===== config.mk =====
export PLATFORM = sky130hd
export DESIGN_NAME = cordic_gain_comp
export DESIGN_NICKNAME = d
export VERILOG_FILES = /design/src/rtl/cordic_gain_comp.sv
export SDC_FILE = /design/constraint.sdc
export NUM_CORES = 2
export LEC_CHECK = 0
export BUFFER_PORTS_ARGS = -buffer_cell sky130_fd_sc_hd__buf_4
export CELL_PAD_IN_SITES_DETAIL_PLACEMENT = 1
export CELL_PAD_IN_SITES_GLOBAL_PLACEMENT = 1
export CORE_MARGIN = 5
export CORE_UTILIZATION = 50
export CTS_BUF_LIST = sky130_fd_sc_hd__clkbuf_16
export CTS_CLUSTER_SIZE = 30
export DETAILED_ROUTE_END_ITERATION = 10
export PLACE_DENSITY_LB_ADDON = 0.1
export SYNTH_ARGS = -nofsm -noshare
export SYNTH_HDL_FRONTEND = slang
export SYNTH_SLANG_ARGS = --single-unit

===== constraint.sdc =====
create_clock -name clk -period 4.22 [get_ports clk]
set_clock_uncertainty 0.2 [all_clocks]
set_input_delay 0.422 -clock clk [delete_from_list [all_inputs] [get_ports clk]]
set_output_delay 0.422 -clock clk [all_outputs]
set_load 0.02 [all_outputs]

===== src/rtl/cordic_gain_comp.sv =====
// CORDIC output stage: gain compensation by K, round, optional flip, saturate.
// Two-stage valid/ready pipeline with a global enable and a sticky saturation counter.
module cordic_gain_comp #(
   parameter int          FRAC_BITS = 16,
   parameter logic [31:0] K_CONST   = 32'h0000_9B75
) (
   input  logic               clk,
   input  logic               rst_n,
   input  logic               in_valid,
   output logic               in_ready,
   input  logic signed [31:0] x,
   input  logic signed [31:0] y,
   input  logic        [31:0] z,
   input  logic               in_flip,
   output logic               out_valid,
   input  logic               out_ready,
   output logic signed [31:0] x_out,
   output logic signed [31:0] y_out,
   output logic        [31:0] z_out,
   output logic               sat_flag,
   output logic        [15:0] sat_count
);

   localparam logic signed [63:0] K_EXT = {32'b0, K_CONST};
   localparam logic signed [63:0] HALF  = 64'sd1 <<< (FRAC_BITS - 1);
   localparam logic signed [63:0] Q_MAX = 64'sd2147483647;
   localparam logic signed [63:0] Q_MIN = -64'sd2147483648;

   logic               en;
   logic               v1;
   logic               v2;
   logic               flip1;
   logic signed [63:0] px;
   logic signed [63:0] py;
   logic        [31:0] z1;
   logic        [32:0] cx;
   logic        [32:0] cy;

   // Whole pipeline advances together: it moves unless the output beat is stuck.
   assign en        = !out_valid || out_ready;
   assign in_ready  = en;
   assign out_valid = v2;

   // Returns {saturated, value}: round half toward +inf, drop fraction, flip, clamp.
   function automatic logic [32:0] compensate(input logic signed [63:0] p, input logic flip);
      logic signed [63:0] q;
      q = (p + HALF) >>> FRAC_BITS;
      if (flip) q = -q;
      if (q > Q_MAX) return {1'b1, 32'h7FFF_FFFF};
      if (q < Q_MIN) return {1'b1, 32'h8000_0000};
      return {1'b0, q[31:0]};
   endfunction

   assign cx = compensate(px, flip1);
   assign cy = compensate(py, flip1);

   // NOTE: state registers use non-blocking assignments so every stage samples pre-edge values.
   always_ff @(posedge clk or negedge rst_n) begin
      if (!rst_n) begin
         px    <= '0;
         py    <= '0;
         z1    <= '0;
         flip1 <= 1'b0;
         v1    <= 1'b0;
      end else if (en) begin
         px    <= x * K_EXT;
         py    <= y * K_EXT;
         z1    <= z;
         flip1 <= in_flip;
         v1    <= in_valid;
      end
   end

   always_ff @(posedge clk or negedge rst_n) begin
      if (!rst_n) begin
         x_out    <= '0;
         y_out    <= '0;
         z_out    <= '0;
         sat_flag <= 1'b0;
         v2       <= 1'b0;
      end else if (en) begin
         x_out    <= cx[31:0];
         y_out    <= cy[31:0];
         z_out    <= z1;
         sat_flag <= cx[32] | cy[32];
         v2       <= v1;
      end
   end

   // Counts on the same edge the saturated beat leaves; sticks at all-ones.
   always_ff @(posedge clk or negedge rst_n) begin
      if (!rst_n) begin
         sat_count <= '0;
      end else if (out_valid && out_ready && sat_flag && (sat_count != 16'hFFFF)) begin
         sat_count <= sat_count + 16'd1;
      end
   end

endmodule


---- After elaboration in Yosys (flattened, before gate mapping) ----
Cells that the tools add are included.
storage, ports and cells
  register bits after elaboration ......... 276
  output and inout bits ................... 115
operators by class
  magnitude comparators ................... 4
  muxes and demuxes ....................... 16
  reduce and logical (&&, ||, !) cells .... 5
  bitwise operators ....................... 1
  eq/ne operators ......................... 1
  add/subtract/negate cells ............... 5
  multiply operators ...................... 2
operators with widths
  kind                      count
  $mux W33                  8
  $add A64 B17 Y64 const B  2
  $gt A64 B32 Y1 const B    2
  $lt A64 B32 Y1 const B    2
  $mux W64                  2
  $neg A48 Y64              2
  $mul A32 B17 Y49 const B  2
  $add A16 B1 Y16 const B   1
  $ne A16 B16 Y1 const B    1
  $mux W1                   6
  $logic_and A1 B1 Y1       3
  $logic_not A1 Y1          1
  $logic_or A1 B1 Y1        1
  $or A1 B1 Y1              1

---- Depth between registers and ports, before layout ----
  word-level depth ........................ 9
  gate-level depth with buffers ........... 22

---- Least setup slack after synthesis ----
Ideal clock, no wire load.
  path type ............................... in2reg
  start ................................... input y[22]
  end ..................................... register py[47]
  path slack .............................. -2.165 ns
  data arrival time ....................... 6.049 ns
  stages .................................. 21
  cell sequence ........................... ha_1 > fa_1 > inv_1 > fa_1 > fa_1 > inv_1 > fa_1 > inv_1 > fa_1 > inv_1 > ha_1 > a21o_1 > or2_2 > o32ai_1 > a211o_1 > a21oi_1 > o41a_1 > a311o_1 > and2_1 > nor4_1 > o41ai_1
on the way
  word-level cells in the longest chain between the ends .. 1
RTL lines
  item                  line  RTL
  start, declared       12    input logic signed [31:0] y,
  $mul A32 B17 Y49      67    py <= y * K_EXT;
  end signal, assigned  67
  end, declared         34    logic signed [63:0] py;
Every way passes these cells.
A chain may end at the register's enable or synchronous reset.

---- Worst setup path in the final report ----
  start ................................... input x[14]
  end ..................................... register px[46]
on the way
  word-level cells in the longest chain between the ends .. 1
RTL lines
  item                  line  RTL
  start, declared       11    input logic signed [31:0] x,
  $mul A32 B17 Y49      66    px <= x * K_EXT;
  end signal, assigned  66
  end, declared         33    logic signed [63:0] px;
Every way passes these cells.

==> metrics.md <==
| Metric | Value |
|---|---|
| Pin count of the biggest net entering global routing | `120` |
| Reg2reg setup slack | `-0.04 ns` |
| Most frequent CP cell | `fa_1` |
| Via density | `5.79` |
| Antenna violations before repair | `2` |
| Largest family of logic cells by synthesized area | `adder cells` |
| CP Max Fanout | `6` |
| First-pass GRT wire length | `between 150 and 200 mm` |
| Mux cell area share after synthesis | `less than 1%` |
| Mapped Cells | `3500` |
| Die Ht | `267 um` |
| Area of the core | `approximately 0.066 sq mm` |
| Post-Synth Adder-Cell Area | `46.3%` |
| WP buf/inv | `7` |
| Pin slew with the least headroom to its limit | `0.915 ns` |
| Slew headroom | `around two fifths` |
| Total Routed Length | `~130 mm` |
| H-tree levels | `1` |
| Area leader, netlist | `fa_1` |
| Clock sinks | `~220` |
| Synth Area in Simple Gates | `a little under an eighth` |
| Die width | `about 270 um` |
| DP Cell Count | `~5000` |
| RSZ-0062 raised after global routing | `yes` |
| Post-synth EDFFs | `0` |
| RePlAce Congestion | `~0.9` |
| Iter 0 DRT Violations | `2199` |
| TritonCTS buffer count | `25` |
| Asr flop ratio synth | `between 90% and 100%` |
| Setup CP Type | `primary input to register` |
| Final net count | `approximately 5300` |
| Slew Limit Fails | `0` |
| XOR/XNOR Fraction of Synth Area | `under 10%` |
| Violated checks | `setup timing` |
| Yosys warns | `0` |
| Worst path arrival time | `between 6 and 7 ns` |
| Unique masters post-synth | `84` |
| Filler Cell Count | `roughly 7000` |
| Endpoints failing setup | `71` |
| Req. time, crit path | `~4.4 ns` |
| Global Route Usage Sum | `34.3%` |
| TritonCTS clock tree | `yes` |
| Clk_lat worst skew | `roughly 0.56 ns` |
| Post-route ant nets | `0` |
| Area contributors post-synth | `fa_1 (30%), dfrtp_1 (16%), ha_1 (16%)` |
| Drt wl/cell | `between 20 and 30 um` |
| Slowest stage cell, crit path | `fa_1` |
| PortBufs | `215` |
| Syn Nets | `about 4500` |
| Fin cells | `around 5100` |
| HP Class | `primary input to register` |
| # rows | `between 90 and 100` |
| Share of cells above drive strength 1 | `30.7%` |
| Detail Placement HPWL | `between 90 and 100 mm` |
| Hold Vio Cnt, Final | `0` |
| Tmin final | `a little over 6 ns` |
| Vias in the first global route | `approximately 34000` |
| Worst path cell trace | `buf_12 > ha_4 > inv_4 > fa_1 > fa_2 > inv_2 > fa_1 > fa_1 > inv_2 > fa_1 > inv_2 > ha_4 > a21oi_4 > o21ai_2 > o31a_1 > or3b_4 > o2111ai_4 > o211a_4 > o31ai_4 > buf_6 > buf_12 > a31oi_4 > xor2_1 > a21oi_1` |
| I/O pin cnt | `216` |
| Yosys reg bits | `216` |
| Final WS setup | `-1.90 ns` |
| Max clock buf depth | `3` |
| Syn Std Cell Area | `0.0329 sq mm` |
| Critical path's top delay family | `adder cells` |
| DRC | `0` |
| Clock Root Buffer | `clkbuf_16` |
| GRT overflow | `0` |
| Starting Density | `between 50% and 60%` |
| Synth Flop Type | `dfrtp_1` |
| Post-synth top area share | `a little under a third` |
| Compound-Gate Fraction of Synth Area | `under 10%` |
| Clock transition at path regs | `~0.07 ns` |
| CP peak stage delay | `0.58 ns` |
| Crit path launch type | `primary input` |
| Crit. End Element | `register` |
| Area post-placement | `around 0.04 sq mm` |
| Max cap viols | `0` |
| Area grow syn2layout | `34.0%` |
| 1st-pass router iterations | `6` |
| Post-layout util | `roughly two thirds` |
| Fmax | `0.163 GHz` |
| Synth Area per Inst | `~9.4 sq um` |
| Die area | `0.0711 sq mm` |
| Seq/Total Area, Yosys | `around 16%` |
| Final period util | `145%` |
| DR vias | `around 30000` |
| Post-route cell area | `around 0.044 sq mm` |
| Status | `finished, violations left` |
==> sequential cells by signal, indices dropped and copies added, names as in the netlist <==
register / count
sat_count: 16
v1: 1
z1: 32
y_out: 32
sat_flag: 1
flip1: 1
out_valid: 1
px: 34
z_out: 32
py: 34
x_out: 32
==> placed cells by master, fill, tap and decap left out, drive strengths merged, types with 8 or more instances in the layout <==
master,synthesis,final
dlygate4sd3,0,34
xnor2,118,118
o211ai,11,11
or4,10,10
inv,814,822
nand3,52,52
ha,422,422
clkinv,1,10
nor2b,12,12
buf,42,813
o311ai,8,8
nor2,151,151
clkbuf,70,25
xor2,66,66
nand2,345,345
o21ai,74,74
nor4,23,23
and4,16,16
a211oi,36,36
or3,12,12
nor3,39,39
o31ai,27,27
a21oi,107,107
o21a,19,19
nand4,42,42
a31oi,18,18
fa,497,497
a221o,32,32
and2,14,14
a21o,49,49
dfrtp,216,216
nand2b,15,15
and3,38,38
==> layout make-up <==
| type | instances | area, sq um | area share, % |
|---|---|---|---|
| Multi-Input combinational cell | 2357 | 26700 | 60.5 |
| Timing Repair Buffer | 847 | 7110 | 16.1 |
| Sequential cell | 216 | 5410 | 12.3 |
| Inverter | 815 | 3070 | 6.96 |
| Tap cell | 864 | 1080 | 2.45 |
| Clock buffer | 25 | 626 | 1.42 |
| Clock inverter | 19 | 109 | 0.247 |
| Antenna cell | 1 | 2.50 | 0.00567 |
==> kinds of logic after synthesis <==
logic type / after synthesis
DFF: 216
and+or+nand+nor: 794
AOI/OAI and AO/OA: 450
buffers and inverters: 927
xor gates and xnor gates: 184
adders and majority gates: 919
muxes: 10
==> repair_timing <==
item,in CTS,in global routing
cloned,0,0
resized for setup,262,229
pin swaps,190,180
hold buffers,34,0
hold endpoints to repair,142,0
setup endpoints to repair,85,118
buffers inserted,59,46
==> cell usage after synthesis, types with 49 or more instances <==
cell / count
a21o_1: 49
a21oi_1: 104
clkbuf_1: 68
dfrtp_1: 216
fa_1: 497
ha_1: 422
inv_1: 814
nand2_1: 345
nand3_1: 52
nor2_1: 151
o21ai_0: 70
xnor2_1: 117
xor2_1: 66
==> layer usage <==
| layer | global-route usage (%) | share of wire, % |
|---|---|---|
| met1 | 43.3 | 39 |
| met2 | 60.2 | 50 |
| met3 | 6.78 | 6.7 |
| met4 | 10.2 | 4.6 |
| met5 | 0 | 0.0089 |
==> worst register-to-register path, stage by stage, from the launching register on <==
cell and delay (ns):
dfrtp_2 0.49, ha_1 0.23, and4_1 0.32, buf_4 0.22
nand4_1 0.18, xor2_1 0.33, and3_1 0.29, o211ai_1 0.28
nor4_4 0.47, a41oi_1 0.23, xnor2_2 0.34, a21oi_2 0.16
o311ai_1 0.39
==> final timing paths <==
check	startpoint	to	cells after the start
max	x[14]	px[46]$_DFFE_PN0P_	24
min	out_ready	py[31]$_DFFE_PN0P_	4
max reg2reg	py[16]$_DFFE_PN0P_	y_out[26]$_DFFE_PN0P_	12
min reg2reg	z1[22]$_DFFE_PN0P_	z1[22]$_DFFE_PN0P_	2
max in group asynchronous	rst_n	py[15]$_DFFE_PN0P_	3
min in group asynchronous	rst_n	z1[16]$_DFFE_PN0P_	2
==> per-stage QoR <==
step / setup TNS, ns / setup slack, ns / hold slack [ns]
2_1_floorplan: -73.63 / -1.61 / -0.0736
3_3_place_gp: -116.61 / -2.17 / 0.246
3_5_place_dp: -125.51 / -2.29 / 0.257
4_1_cts: -79.19 / -1.53 / 0.0522
5_1_grt: -104.21 / -1.93 / 0.0892
6_report: -96.99 / -1.90 / 0.0883
Power is not shown: default switching activity piles up to over one toggle a cycle in this logic, so the estimate is an artifact.
